==> src/rtl/fifo_frame_reader_pkg.sv <==
// rtl/fifo_frame_reader_pkg.sv - shared constants for the ADC FIFO frame reader
package fifo_frame_reader_pkg;

  localparam int DEF_DATA_W         = 16;
  localparam int DEF_LEN_W          = 11;
  localparam int DEF_NUMBER_SAMPLES = 1024;

  localparam logic [1:0] ST_IDLE  = 2'd0;
  localparam logic [1:0] ST_RUN   = 2'd1;
  localparam logic [1:0] ST_DRAIN = 2'd2;
  localparam logic [1:0] ST_DONE  = 2'd3;

endpackage

==> src/rtl/fifo_frame_reader_axis_skid_buf.sv <==
// rtl/fifo_frame_reader_axis_skid_buf.sv - 2-entry registered AXIS output buffer with occupancy
module axis_skid_buf
  import fifo_frame_reader_pkg::*;
#(
  parameter int DATA_W = DEF_DATA_W
) (
  input  logic              Clk,
  input  logic              Rst,
  input  logic              Push,
  input  logic [DATA_W-1:0] Push_Data,
  input  logic              Push_Last,
  output logic [DATA_W-1:0] M_Tdata,
  output logic              M_Tvalid,
  input  logic              M_Tready,
  output logic              M_Tlast,
  output logic [1:0]        Occupancy
);

  logic [DATA_W-1:0] sp_data;
  logic              sp_last;
  logic              sp_valid;
  logic              pop;

  assign pop       = M_Tvalid & M_Tready;
  assign Occupancy = {1'b0, M_Tvalid} + {1'b0, sp_valid};

  // Output register refills from the spare entry first so beat order is kept;
  // a push that cannot reach the output while it is stalled parks in the spare.
  always_ff @(posedge Clk or posedge Rst) begin
    if (Rst) begin
      M_Tdata  <= '0;
      M_Tvalid <= 1'b0;
      M_Tlast  <= 1'b0;
      sp_data  <= '0;
      sp_last  <= 1'b0;
      sp_valid <= 1'b0;
    end else if (!M_Tvalid || pop) begin
      if (sp_valid) begin
        M_Tdata  <= sp_data;
        M_Tlast  <= sp_last;
        M_Tvalid <= 1'b1;
        if (Push) begin
          sp_data <= Push_Data;
          sp_last <= Push_Last;
        end else begin
          sp_valid <= 1'b0;
        end
      end else if (Push) begin
        M_Tdata  <= Push_Data;
        M_Tlast  <= Push_Last;
        M_Tvalid <= 1'b1;
      end else begin
        M_Tvalid <= 1'b0;
      end
    end else if (Push) begin
      sp_data  <= Push_Data;
      sp_last  <= Push_Last;
      sp_valid <= 1'b1;
    end
  end

endmodule

==> src/rtl/fifo_frame_reader.sv <==
// rtl/fifo_frame_reader.sv - ADC FIFO frame reader to AXI4-Stream; FRAME_HEADER_EN adds a sequence header beat
module fifo_frame_reader
  import fifo_frame_reader_pkg::*;
#(
  parameter int DATA_W         = DEF_DATA_W,
  parameter int LEN_W          = DEF_LEN_W,
  parameter int NUMBER_SAMPLES = DEF_NUMBER_SAMPLES
) (
  input  logic              Clk,
  input  logic              Rst,
  input  logic              Start,
  input  logic [LEN_W-1:0]  Frame_Len,
  input  logic [DATA_W-1:0] FIFO_Dout,
  input  logic              FIFO_Empty,
  output logic              FIFO_Rd_En,
  output logic [DATA_W-1:0] M_Tdata,
  output logic              M_Tvalid,
  input  logic              M_Tready,
  output logic              M_Tlast,
  output logic              Busy,
  output logic              Frame_Done
);

  localparam int CNT_W = LEN_W + 1;

  logic [1:0]        state;
  logic [CNT_W-1:0]  len;
  logic [CNT_W-1:0]  rd_cnt;
  logic [CNT_W-1:0]  tx_cnt;
  logic [CNT_W-1:0]  frame_beats;
  logic              inflight;
  logic              inflight_last;
  logic [1:0]        occupancy;
  logic [2:0]        slots_used;
  logic              pop;
  logic              hdr_push;
  logic              final_read;
  logic              final_beat;
  logic              push;
  logic [DATA_W-1:0] push_data;
  logic              push_last;

`ifdef FRAME_HEADER_EN
  logic              hdr_pend;
  logic [DATA_W-1:0] seq_cnt;

  assign hdr_push    = (state == ST_RUN) & hdr_pend;
  assign frame_beats = len + CNT_W'(1);
  assign push_data   = inflight ? FIFO_Dout : seq_cnt;

  // Header is owed from the accepted Start until it enters the buffer;
  // the sequence number advances once per completed frame.
  always_ff @(posedge Clk or posedge Rst) begin
    if (Rst) begin
      hdr_pend <= 1'b0;
      seq_cnt  <= '0;
    end else begin
      if (state == ST_IDLE && Start) begin
        hdr_pend <= 1'b1;
      end else if (hdr_push) begin
        hdr_pend <= 1'b0;
      end
      if (state == ST_DONE) begin
        seq_cnt <= seq_cnt + 1'b1;
      end
    end
  end
`else
  assign hdr_push    = 1'b0;
  assign frame_beats = len;
  assign push_data   = FIFO_Dout;
`endif

  assign pop = M_Tvalid & M_Tready;

  // A beat leaving this cycle frees its slot, so it is credited here; that is
  // what lets a read go out every cycle while the stream is flowing.
  assign slots_used = {1'b0, occupancy} + {2'b0, inflight} + {2'b0, hdr_push} - {2'b0, pop};

  assign FIFO_Rd_En = (state == ST_RUN) & ~FIFO_Empty & (rd_cnt < len) & (slots_used < 3'd2);
  assign final_read = FIFO_Rd_En & (rd_cnt == len - CNT_W'(1));
  assign final_beat = pop & (tx_cnt == frame_beats - CNT_W'(1));

  assign push      = inflight | hdr_push;
  assign push_last = inflight & inflight_last;

  assign Busy       = (state == ST_RUN) | (state == ST_DRAIN);
  assign Frame_Done = (state == ST_DONE);

  // Frame sequencing, read/beat counters and the one-cycle FIFO return tracker.
  always_ff @(posedge Clk or posedge Rst) begin
    if (Rst) begin
      state         <= ST_IDLE;
      len           <= '0;
      rd_cnt        <= '0;
      tx_cnt        <= '0;
      inflight      <= 1'b0;
      inflight_last <= 1'b0;
    end else begin
      inflight      <= FIFO_Rd_En;
      inflight_last <= final_read;
      if (FIFO_Rd_En) begin
        rd_cnt <= rd_cnt + 1'b1;
      end
      if (pop) begin
        tx_cnt <= tx_cnt + 1'b1;
      end
      case (state)
        ST_IDLE: begin
          if (Start) begin
            len    <= (Frame_Len == '0) ? CNT_W'(NUMBER_SAMPLES) : {1'b0, Frame_Len};
            rd_cnt <= '0;
            tx_cnt <= '0;
            state  <= ST_RUN;
          end
        end
        ST_RUN: begin
          if (final_read) begin
            state <= ST_DRAIN;
          end
        end
        ST_DRAIN: begin
          if (final_beat) begin
            state <= ST_DONE;
          end
        end
        ST_DONE: begin
          state <= ST_IDLE;
        end
        default: begin
          state <= ST_IDLE;
        end
      endcase
    end
  end

  axis_skid_buf #(
    .DATA_W (DATA_W)
  ) u_skid (
    .Clk       (Clk),
    .Rst       (Rst),
    .Push      (push),
    .Push_Data (push_data),
    .Push_Last (push_last),
    .M_Tdata   (M_Tdata),
    .M_Tvalid  (M_Tvalid),
    .M_Tready  (M_Tready),
    .M_Tlast   (M_Tlast),
    .Occupancy (occupancy)
  );

endmodule

==> config.mk <==
export PLATFORM = sky130hd
export DESIGN_NAME = fifo_frame_reader
export DESIGN_NICKNAME = d
export VERILOG_FILES = /design/src/rtl/fifo_frame_reader_pkg.sv /design/src/rtl/fifo_frame_reader_axis_skid_buf.sv /design/src/rtl/fifo_frame_reader.sv
export SDC_FILE = /design/constraint.sdc
export NUM_CORES = 1
export LEC_CHECK = 0
export CORE_ASPECT_RATIO = 0.9
export CORE_MARGIN = 4
export CORE_UTILIZATION = 55
export DETAILED_ROUTE_END_ITERATION = 16
export HOLD_SLACK_MARGIN = 0.15
export PLACE_DENSITY = 0.79
export SYNTH_ARGS = -nofsm -noshare
export SYNTH_HDL_FRONTEND = slang
export SYNTH_HIERARCHICAL = 1
export SYNTH_SLANG_ARGS = --single-unit
export TNS_END_PERCENT = 1
==> constraint.sdc <==
create_clock -name Clk -period 3.9 [get_ports Clk]
set_input_delay 0.39 -clock Clk [delete_from_list [all_inputs] [get_ports Clk]]
set_output_delay 0.39 -clock Clk [all_outputs]
set_load 0.05 [all_outputs]
== After elaboration in Yosys (flattened, before gate mapping) ==
Index checks and enable logic that the tools add are counted.

* Register bits: 76
* Bits of input ports: 32

* Add/subtract/negate cells: 6
* $lt $le $gt $ge: 2
* Equal/unequal tests: 9
* Mux-type cells: 26
* Bitwise gates (word level): 9
* Reductions and logical operators: 9

{| class="wikitable"
|+ Operators by type and width
! cell !! number
|-
| two-way mux 16 bit || 5
|-
| two-way mux 12 bit || 6
|-
| adder 12 x 1 -> 12 bit, second input constant || 2
|-
| == test 12 bit || 2
|-
| < comparator 12 bit || 1
|-
| subtractor 12 x 1 -> 12 bit, second input constant || 1
|-
| zero test 11 bit || 1
|-
| two-way mux 11 bit || 1
|-
| two-way mux 1 bit || 10
|-
| case mux 2 bit (4 select lines) || 1
|-
| bitwise AND 1 bit || 7
|-
| two-way mux 2 bit || 3
|-
| != test 2 bit, second input constant || 3
|-
| == test 2 bit, second input constant || 2
|-
| AND reduction 2 bit || 2
|-
| nonzero test 2 bit || 2
|-
| adder 2 x 1 -> 3 bit || 1
|-
| < comparator 3 x 2 -> 1 bit, second input constant || 1
|-
| AND reduction 3 bit || 1
|-
| subtractor 3 x 1 -> 3 bit || 1
|-
| adder 1 x 1 -> 2 bit || 1
|-
| == test 2 x 1 -> 1 bit, second input constant || 1
|-
| zero test 2 bit || 1
|-
| != test 2 x 1 -> 1 bit, second input constant || 1
|-
| other kinds (4) || 4
|}

== Longest topological paths before layout ==
Gate-level depths: netlist of run 1.

* Depth after elaboration: 8
* Gate-level depth with buffers: 12
* Mapped depth without buffers: 12

== By module ==
The synthesis of run 1 kept the hierarchy.

{| class="wikitable"
|+ By module, submodules not included
! module !! instances !! cells each !! area an instance (sq um) !! seq. area each (sq um)
|-
| fifo_frame_reader || 1 || 334 || 2,916.5 || 975.9
|-
| axis_skid_buf || 1 || 99 || 1,675.4 || 900.9
|}

== Worst setup path after synthesis of run 1 ==
No wires, ideal clock.

* Path kind: reg2reg
* From: register u_skid.M_Tvalid
* To: register state[1]
* Data arrival time: 4.491 ns
* Required time: 3.775 ns
* Setup slack: -0.716 ns
* Stages on the path, launching flop included: 12
* Buffers on the path: 1
* Period minus slack after synthesis: 4.616 ns
* Cell sequence: dfrtp_1 -> and2_1 -> clkbuf_1 -> ha_1 -> nor2b_1 -> fa_1 -> a211oi_1 -> nand3_1 -> nor3_1 -> nor4b_2 -> o22ai_1 -> mux2_4

* Cells in the longest elaborated chain, start to end: 8
* Elaborated cells between the ends (all ways): 11
* Those cells by class: add/sub: 3; order compare: 1; eq/ne: 2; bitwise: 4; reduce/logical: 1

{| class="wikitable"
|+ RTL lines
! item !! RTL line !! text
|-
| start, declared || fifo_frame_reader_axis_skid_buf.sv:13 || <nowiki>output logic M_Tvalid,</nowiki>
|-
| start signal, assigned || fifo_frame_reader_axis_skid_buf.sv:32 || <nowiki>M_Tvalid <= 1'b0;</nowiki>
|-
| start signal, assigned || fifo_frame_reader_axis_skid_buf.sv:41 || <nowiki>M_Tvalid <= 1'b1;</nowiki>
|-
| start signal, assigned || fifo_frame_reader_axis_skid_buf.sv:51 || <nowiki>M_Tvalid <= 1'b1;</nowiki>
|-
| adder 1 x 1 -> 2 bit || fifo_frame_reader_axis_skid_buf.sv:25 || <nowiki>assign Occupancy = {1'b0, M_Tvalid} + {1'b0, sp_valid};</nowiki>
|-
| adder 2 x 1 -> 3 bit || fifo_frame_reader.sv:78 || <nowiki>assign slots_used = {1'b0, occupancy} + {2'b0, inflight} + {2'b0, hdr_push} - {2'b0, pop};</nowiki>
|-
| subtractor 3 x 1 -> 3 bit * || fifo_frame_reader.sv:78 ||
|-
| < comparator 3 x 2 -> 1 bit * || fifo_frame_reader.sv:80 || <nowiki>assign FIFO_Rd_En = (state == ST_RUN) & ~FIFO_Empty & (rd_cnt < len) & (slots_used < 3'd2);</nowiki>
|-
| bitwise AND 1 bit * || fifo_frame_reader.sv:80 ||
|-
| named net FIFO_Rd_En || fifo_frame_reader.sv:15 || <nowiki>output logic FIFO_Rd_En,</nowiki>
|-
| bitwise AND 1 bit * || fifo_frame_reader.sv:81 || <nowiki>assign final_read = FIFO_Rd_En & (rd_cnt == len - CNT_W'(1));</nowiki>
|-
| named net final_read || fifo_frame_reader.sv:37 || <nowiki>logic final_read;</nowiki>
|-
| != test 2 bit (no line) * || -- ||
|-
| AND reduction 3 bit (no line) * || -- ||
|-
| end signal, assigned || fifo_frame_reader.sv:93 || <nowiki>state <= ST_IDLE;</nowiki>
|-
| end signal, assigned || fifo_frame_reader.sv:114 || <nowiki>state <= ST_RUN;</nowiki>
|-
| end signal, assigned || fifo_frame_reader.sv:119 || <nowiki>state <= ST_DRAIN;</nowiki>
|-
| end, declared || fifo_frame_reader.sv:26 || <nowiki>logic [1:0] state;</nowiki>
|}

Mark *: on every way through the listed nets, which the timed path passes. The rest lies on a longest branch.
A chain may end at the register's enable or synchronous reset.

== Worst setup path after layout of run 1 ==
* From: register u_skid.M_Tvalid
* To: register rd_cnt[7]

* Cells in the longest elaborated chain, start to end: 8
* Elaborated cells between the ends (all ways): 9
* Those cells by class: add/sub: 3; order compare: 1; mux: 3; bitwise: 2

{| class="wikitable"
|+ RTL lines
! item !! RTL line !! text
|-
| adder 1 x 1 -> 2 bit * || fifo_frame_reader_axis_skid_buf.sv:25 ||
|-
| named net occupancy[0] || fifo_frame_reader.sv:33 || <nowiki>logic [1:0] occupancy;</nowiki>
|-
| adder 2 x 1 -> 3 bit * || fifo_frame_reader.sv:78 ||
|-
| subtractor 3 x 1 -> 3 bit * || fifo_frame_reader.sv:78 ||
|-
| < comparator 3 x 2 -> 1 bit * || fifo_frame_reader.sv:80 ||
|-
| bitwise AND 1 bit * || fifo_frame_reader.sv:80 ||
|-
| two-way mux 12 bit * || fifo_frame_reader.sv:102 || <nowiki>if (FIFO_Rd_En) begin</nowiki>
|-
| two-way mux 12 bit || fifo_frame_reader.sv:110 || <nowiki>if (Start) begin</nowiki>
|-
| two-way mux 12 bit * || fifo_frame_reader.sv:108 || <nowiki>case (state)</nowiki>
|-
| end signal, assigned || fifo_frame_reader.sv:103 || <nowiki>rd_cnt <= rd_cnt + 1'b1;</nowiki>
|-
| end, declared || fifo_frame_reader.sv:28 || <nowiki>logic [CNT_W-1:0] rd_cnt;</nowiki>
|}

Marks and branches as above.

==> key figures, run 1 <==
Clocking
  • Clock tree from TritonCTS: done
  • Total CTS buffers: 9
  • Clock Latency Late Sink: 350 ps
  • Post-CTS Hold Buffers: 0
  • Clock root cell: clkbuf_8
  • Clock net sink count: 75
  • Htree depth: 3
  • Post-CTS sizing: 0
  • Setup bufs post-CTS: 0
  • CTS clk-pin slew, worst paths: approximately 90 ps
  • Clock Tree Buf Depth: 2

Logic synthesis
  • Yosys top cell by area: dfrtp_1
  • Post-Synth Adder-Cell Area: roughly 6.4%
  • Synthesized area: 4590 um2
  • Top cell type's share of synthesized area: about two fifths
  • Multiplexer share of the synthesized area: between 15 and 20%
  • Register area share after synthesis: about two fifths
  • Main synth FF type: dfrtp_1
  • Syn Nets: 487
  • Largest family of logic cells by synthesized area: simple AND/OR/NAND/NOR gates
  • Top post-synthesis cells by area: dfrtp_1 (41%), mux2_2 (8.3%), mux2_4 (6.2%), ha_1 (5.7%), xnor2_1 (5.0%)
  • Syn Inst Count: roughly 430
  • Number of flops mapped to enable cells by yosys: 0
  • Post-synth ARST share: between 90% and 100%
  • Distinct cells, synth: 58
  • Compound-Gate Fraction of Synth Area: approximately a tenth
  • Post-Syn Area per Cell: 10.6 um2
  • Synth Area in XOR/XNOR: under 10%
  • Yosys warning count: 6
  • Simple-Gate Fraction of Synth Area: 15.4%
  • Number of synthesized register bits: 75

Timing
  • Post-route clock period utilization: between 90% and 100%
  • Max Clock Freq: approximately 0.28 GHz
  • Final setup fails: 0
  • Worst slew pin tran: between 600 and 700 ps
  • Slew margin rel.: between 50% and 60%
  • Setup TNS: 0 ps
  • Final Hold Viols: 0
  • Max-slew violations: 0
  • Final min period: approximately 3500 ps
  • Clk_skew: approximately 8.3 ps
  • RSZ-0062 raised after global routing: no

Critical path
  • R2r setup slk: between 300 and 400 ps
  • Cell Chain, Critical Path: ha_1, inv_1, ha_1, nor2b_1, fa_1, a211oi_1, nand3_1, nor4_1, buf_4, nand3_1, or4_1, a21oi_1
  • R2R Path End: rd_cnt[7]
  • Top delay family on crit path: simple AND/OR/NAND/NOR gates
  • Startpoint types: flop
  • R2R Path Start: u_skid/M_Tvalid
  • Crit path DAT: roughly 3800 ps
  • Worst path depth: 12
  • Slowest-stage cell, CP: or4_1
  • CP max stage delay: 540 ps
  • Crit-path max FO: 6
  • WS Path Type: reg2reg
  • R2R cell count: 12
  • Critical path endpoint category: flop
  • Critical Path RT: 4170 ps
  • CP bufs+invs: 2

Run status
  • Outcome: complete, no violations

Power
  • Leakage: 2.37 nW
  • Power Dens Cells: between 200 and 300 nW/um2
  • Pwr Total: ~1.6 mW
  • VDD IR max: 0.158 mV

Floorplanning
  • Core ar.: slightly above 8000 um2
  • Starting Density: between 50% and 60%
  • Die area: roughly 10000 um2
  • I/O Pins: 53
  • DIE HEIGHT: around 95 um
  • # rows: 31
  • Die W: roughly 100 um

Routing
  • Post-route DRC: 0
  • Initial DRC Count: between 150 and 200
  • Drt total wl: roughly 10000 um
  • First-pass DRT Iterations: 5
  • Vias: around 3500
  • Post-route ant nets: 0
  • Vias per cell: 5.89
  • DR WL/cell: 17.4 um

Layout
  • # nets final: between 500 and 600
  • Layout cells sized above 1: between 15 and 20%
  • Number of fill cells: ~640
  • Layout area overhead: 17.5%
  • Non-filler instance count after layout: between 500 and 600
  • Multi-input gate area: approximately 2500 um2
  • Diode count: 0
  • Register area: 1880 um2

Global route
  • Vias in the first global route: 3444
  • GR Overflow Total: 0
  • Largest net degree at the start of global routing: 43
  • Global-route wire length before repair: 17000 um
  • Initial antenna violation count: 0
  • Tot GR Track Use: a little over a fifth

Place
  • DP HPWL: about 7400 um
  • Port-buffer cells: 52
  • Cells after DPL: ~570
  • Gpl congestion: between 0.9 and 1

Min path
  • Min-delay worst type: in2async

Flow run
  • Max-cap violations: 0
-- cell usage after synthesis, drive strengths merged (4+ instances only) --
cell type	count
a21oi	13
and2	7
and3	6
buf	7
clkbuf	13
dfrtp	75
ha	21
inv	25
mux2	53
mux2i	4
nand2	31
nand2b	5
nand3	11
nand4	10
nor2	27
nor2b	5
nor3	6
nor4	4
o21ai	19
or3	7
or4	5
xnor2	26
xor2	12
-- routing by layer --
layer,GRT usage [%],vias up,share of wire [%]
met4,5.98,0,1.6
met1,29.7,1684,45
met3,5.33,14,6.3
met2,33.7,122,47
met5,0,-,0
li1,-,1635,-
-- worst max-delay path by stage --
stage | from | endpoint
after global routing | u_skid/M_Tvalid | rd_cnt[7]
after detailed placement | M_Tready | rd_cnt[7]
after global placement | M_Tready | rd_cnt[9]
after floorplan | u_skid/M_Tvalid | state[1]
final | u_skid/M_Tvalid | rd_cnt[7]
after CTS | u_skid/M_Tvalid | rd_cnt[7]
-- sequential cells by signal, indices dropped and copies added, names as in the netlist --
register	count
inflight	1
u_skid/M_Tvalid	1
tx_cnt	12
u_skid/M_Tdata	16
inflight_last	1
u_skid/M_Tlast	1
u_skid/sp_valid	1
frame_beats	11
state	2
u_skid/sp_data	16
rd_cnt	12
u_skid/sp_last	1
-- cell usage in the layout, fill, tap and decap left out, drive strengths merged, types with 2 or more instances in the layout --
| cell type | count |
|---|---|
| nand2 | 31 |
| nor2 | 27 |
| nand3 | 11 |
| inv | 27 |
| clkdlybuf4s50 | 51 |
| o211ai | 3 |
| nor2b | 5 |
| o31ai | 3 |
| nand2b | 5 |
| mux2 | 53 |
| a311oi | 2 |
| and2 | 7 |
| and3 | 6 |
| nor3 | 6 |
| nand4 | 10 |
| o21ai | 19 |
| or3 | 7 |
| nor4b | 3 |
| o2111ai | 3 |
| or4 | 5 |
| clkbuf | 10 |
| nor4 | 4 |
| buf | 8 |
| clkinvlp | 2 |
| mux2i | 4 |
| xnor2 | 26 |
| xor2 | 12 |
| a211oi | 2 |
| dfrtp | 75 |
| ha | 21 |
| a2111oi | 3 |
| a21oi | 13 |
| o32ai | 2 |
| nand3b | 2 |
-- worst min-delay path: stages --
cell	delay, ps
clkdlybuf4s50_1	420
inv_1	60
buf_4	380
-- metrics by stage --
| stage | setup WS, ps | hold WS (ps) | instance area [um2] | util (%) |
|---|---|---|---|---|
| after floorplan | 146 | 474 | 4600 | - |
| after detailed placement | 93.0 | 489 | 5190 | 64.0 |
| after global placement | 295 | 481 | 5190 | 64.0 |
| after global routing | 108 | 519 | 5400 | 66.6 |
| after CTS | 327 | 479 | 5400 | 66.6 |
| final | 373 | 469 | 5400 | 66.6 |
-- where the power goes --
group | internal (mW) | switching, mW
registers | 0.789 | 0.0106
logic | 0.0664 | 0.0677
clock network | 0.319 | 0.310
-- cell type report --
type | count | share of cell area [%]
clock buffers | 10 | 2.55
clock inverters | 6 | 1.32
inverters | 25 | 1.74
multi-input cells | 313 | 46.5
flip-flops and latches | 75 | 34.8
well taps | 99 | 2.30
repair buffers | 59 | 10.8
-- cells by family (layout without fill, tap and decap cells) --
family          Yosys count  in the layout
mux                      57             57
compound gates           62             62
xor+xnor                 39             39
simple gates            132            132
fa+ha+maj                23             23
buf+inv                  45            100
flops                    75             75
Note: power is estimated with default switching activity, not from simulation.
==> inputs of run 2 (changes only) <==
CORE_ASPECT_RATIO = 0.8   (was 0.9)
DONT_BUFFER_PORTS = 1   (was unset)
PLACE_DENSITY = 0.7   (was 0.79)
==> run 2 against run 1 <==
  * Worst setup slack better by 140 ps
  * Core utilization down 4.7 points
  * Flip-flop and latch count is the same
  * Clock power fell by 1%
  * Sequential power rose by 4.0%
==> key figures, run 2 (synthesized netlist as in run 1, its figures left out) <==
Critical path
  • CP bufs+invs: 2
  • WS Path Type: reg2reg
  • Critical Path RT: roughly 4200 ps
  • CP max stage delay: 510 ps
  • Top delay family on crit path: simple AND/OR/NAND/NOR gates
  • Crit path DAT: 3660 ps
  • Crit-path max FO: 6
  • Critical path endpoint category: flop
  • Startpoint types: flop
  • Slowest-stage cell, CP: or4_1
  • Cell Chain, Critical Path: ha_1, inv_1, ha_1, nor2b_1, fa_1, a211oi_1, nand3_1, nor4_1, buf_4, nand3_1, or4_1, a21oi_1

Clocking
  • Clock tree from TritonCTS: done
  • Total CTS buffers: 9
  • Post-CTS sizing: 0
  • Setup bufs post-CTS: 0
  • Clock Tree Buf Depth: 2
  • CTS clk-pin slew, worst paths: ~80 ps
  • Post-CTS Hold Buffers: 8
  • Clock net sink count: between 70 and 80
  • Clock Latency Late Sink: 350 ps
  • Htree depth: 3
  • Clock root cell: clkbuf_8

Min path
  • Min-delay worst type: in2reg

Timing
  • Setup TNS: 0 ps
  • Slew margin rel.: a little over two fifths
  • Final min period: about 3400 ps
  • Max-slew violations: 0
  • Clk_skew: 9.39 ps
  • Final setup fails: 0
  • Final Hold Viols: 0
  • Worst slew pin tran: approximately 870 ps
  • RSZ-0062 raised after global routing: no
  • Max Clock Freq: 0.295 GHz
  • Post-route clock period utilization: a little under 90%

Routing
  • Vias: 3223
  • Vias per cell: around 5.8
  • Post-route DRC: 0
  • DR WL/cell: 17.9 um
  • Post-route ant nets: 0
  • Initial DRC Count: between 150 and 200
  • First-pass DRT Iterations: 4
  • Drt total wl: 9890 um

Layout
  • Layout cells sized above 1: around a fifth
  • Most common cell after layout, fill and taps aside: dfrtp_1
  • # nets final: 494
  • Cell area after layout: 4960 um2
  • Number of fill cells: 655
  • Biggest regs: u_skid/M_Tdata x16, u_skid/sp_data x16
  • Diode count: 0
  • Non-filler instance count after layout: 553
  • Layout area overhead: 7.93%
  • Most frequent cells in the layout: dfrtp_1 (75), mux2_2 (34), nand2_1 (31)

Floorplanning
  • Core ar.: 8020 um2
  • # rows: 29
  • Starting Density: a little under three fifths
  • I/O Pins: 53
  • DIE HEIGHT: about 90 um
  • Die W: 110 um
  • Die area: approximately 10000 um2

Run status
  • Outcome: complete, no violations

Place
  • Cell Area, Placed: between 4000 and 5000 um2
  • Gpl congestion: just under 0.9
  • Port-buffer cells: 0
  • Cells after DPL: between 500 and 600
  • DP HPWL: about 7300 um

Global route
  • Vias in the first global route: ~3200
  • GR Overflow Total: 0
  • Global-route wire length before repair: roughly 16000 um
  • Tot GR Track Use: 21.0%
  • Largest net degree at the start of global routing: 40
  • Initial antenna violation count: 0

Power
  • Power Dens Cells: ~300 nW/um2
  • VDD IR max: roughly 0.21 mV
  • Leakage: about 2.2 nW
  • Pwr Total: about 1.5 mW

Flow run
  • Max-cap violations: 0
run 2: power by group:
part / internal (mW) / leakage [nW] / switching, mW
logic: 0.0307 / 1.18 / 0.0266
registers: 0.788 / 0.919 / 0.0431
clock network: 0.317 / 0.100 / 0.304
total: 1.14 / 2.20 / 0.374
run 2: worst paths after layout:
kind / slack, ps / cells past startpoint / start / to
max in group asynchronous: 2920 / 3 / Rst / state[1]
worst min-delay path: 170 / 2 / Frame_Len[0] / frame_beats[0]
min in group asynchronous: 610 / 3 / Rst / u_skid/M_Tdata[15]
worst min register to register: 510 / 1 / u_skid/sp_data[4] / u_skid/sp_data[4]
worst max register to register: 510 / 12 / u_skid/M_Tvalid / rd_cnt[9]
worst max-delay path: 510 / 12 / u_skid/M_Tvalid / rd_cnt[9]
run 2: through the flow:
stage	hold slack [ps]	util, %	setup slack [ps]
after floorplan	474	-	146
after global placement	409	58.3	629
after detailed placement	415	58.3	530
after CTS	154	61.8	497
after global routing	160	61.8	170
final	172	61.8	512
run 2: area by class of cell:
class,count,area [um2],share of cell area [%]
flip-flops and latches,75,1880,37.9
repair buffers,16,140,2.83
clock inverters,5,60.1,1.21
well taps,108,135,2.73
multi-input cells,313,2510,50.6
inverters,25,93.8,1.89
clock buffers,11,141,2.85
run 2: worst register-to-register path: cells and delay by family, from the launching register on:
kind / cells / cell delay [ps]
simple gates: 5 / 1320
fa+ha+maj: 3 / 980
flops: 1 / 400
compound gates: 2 / 390
buf+inv: 2 / 220
run 2: routing by layer:
layer  vias up  track usage, %  wire, um
li1       1557               -         -
met5         -               0         0
met3        16            6.30       847
met1      1547            31.1      4500
met4         0            4.92       112
met2       103            30.4      4430
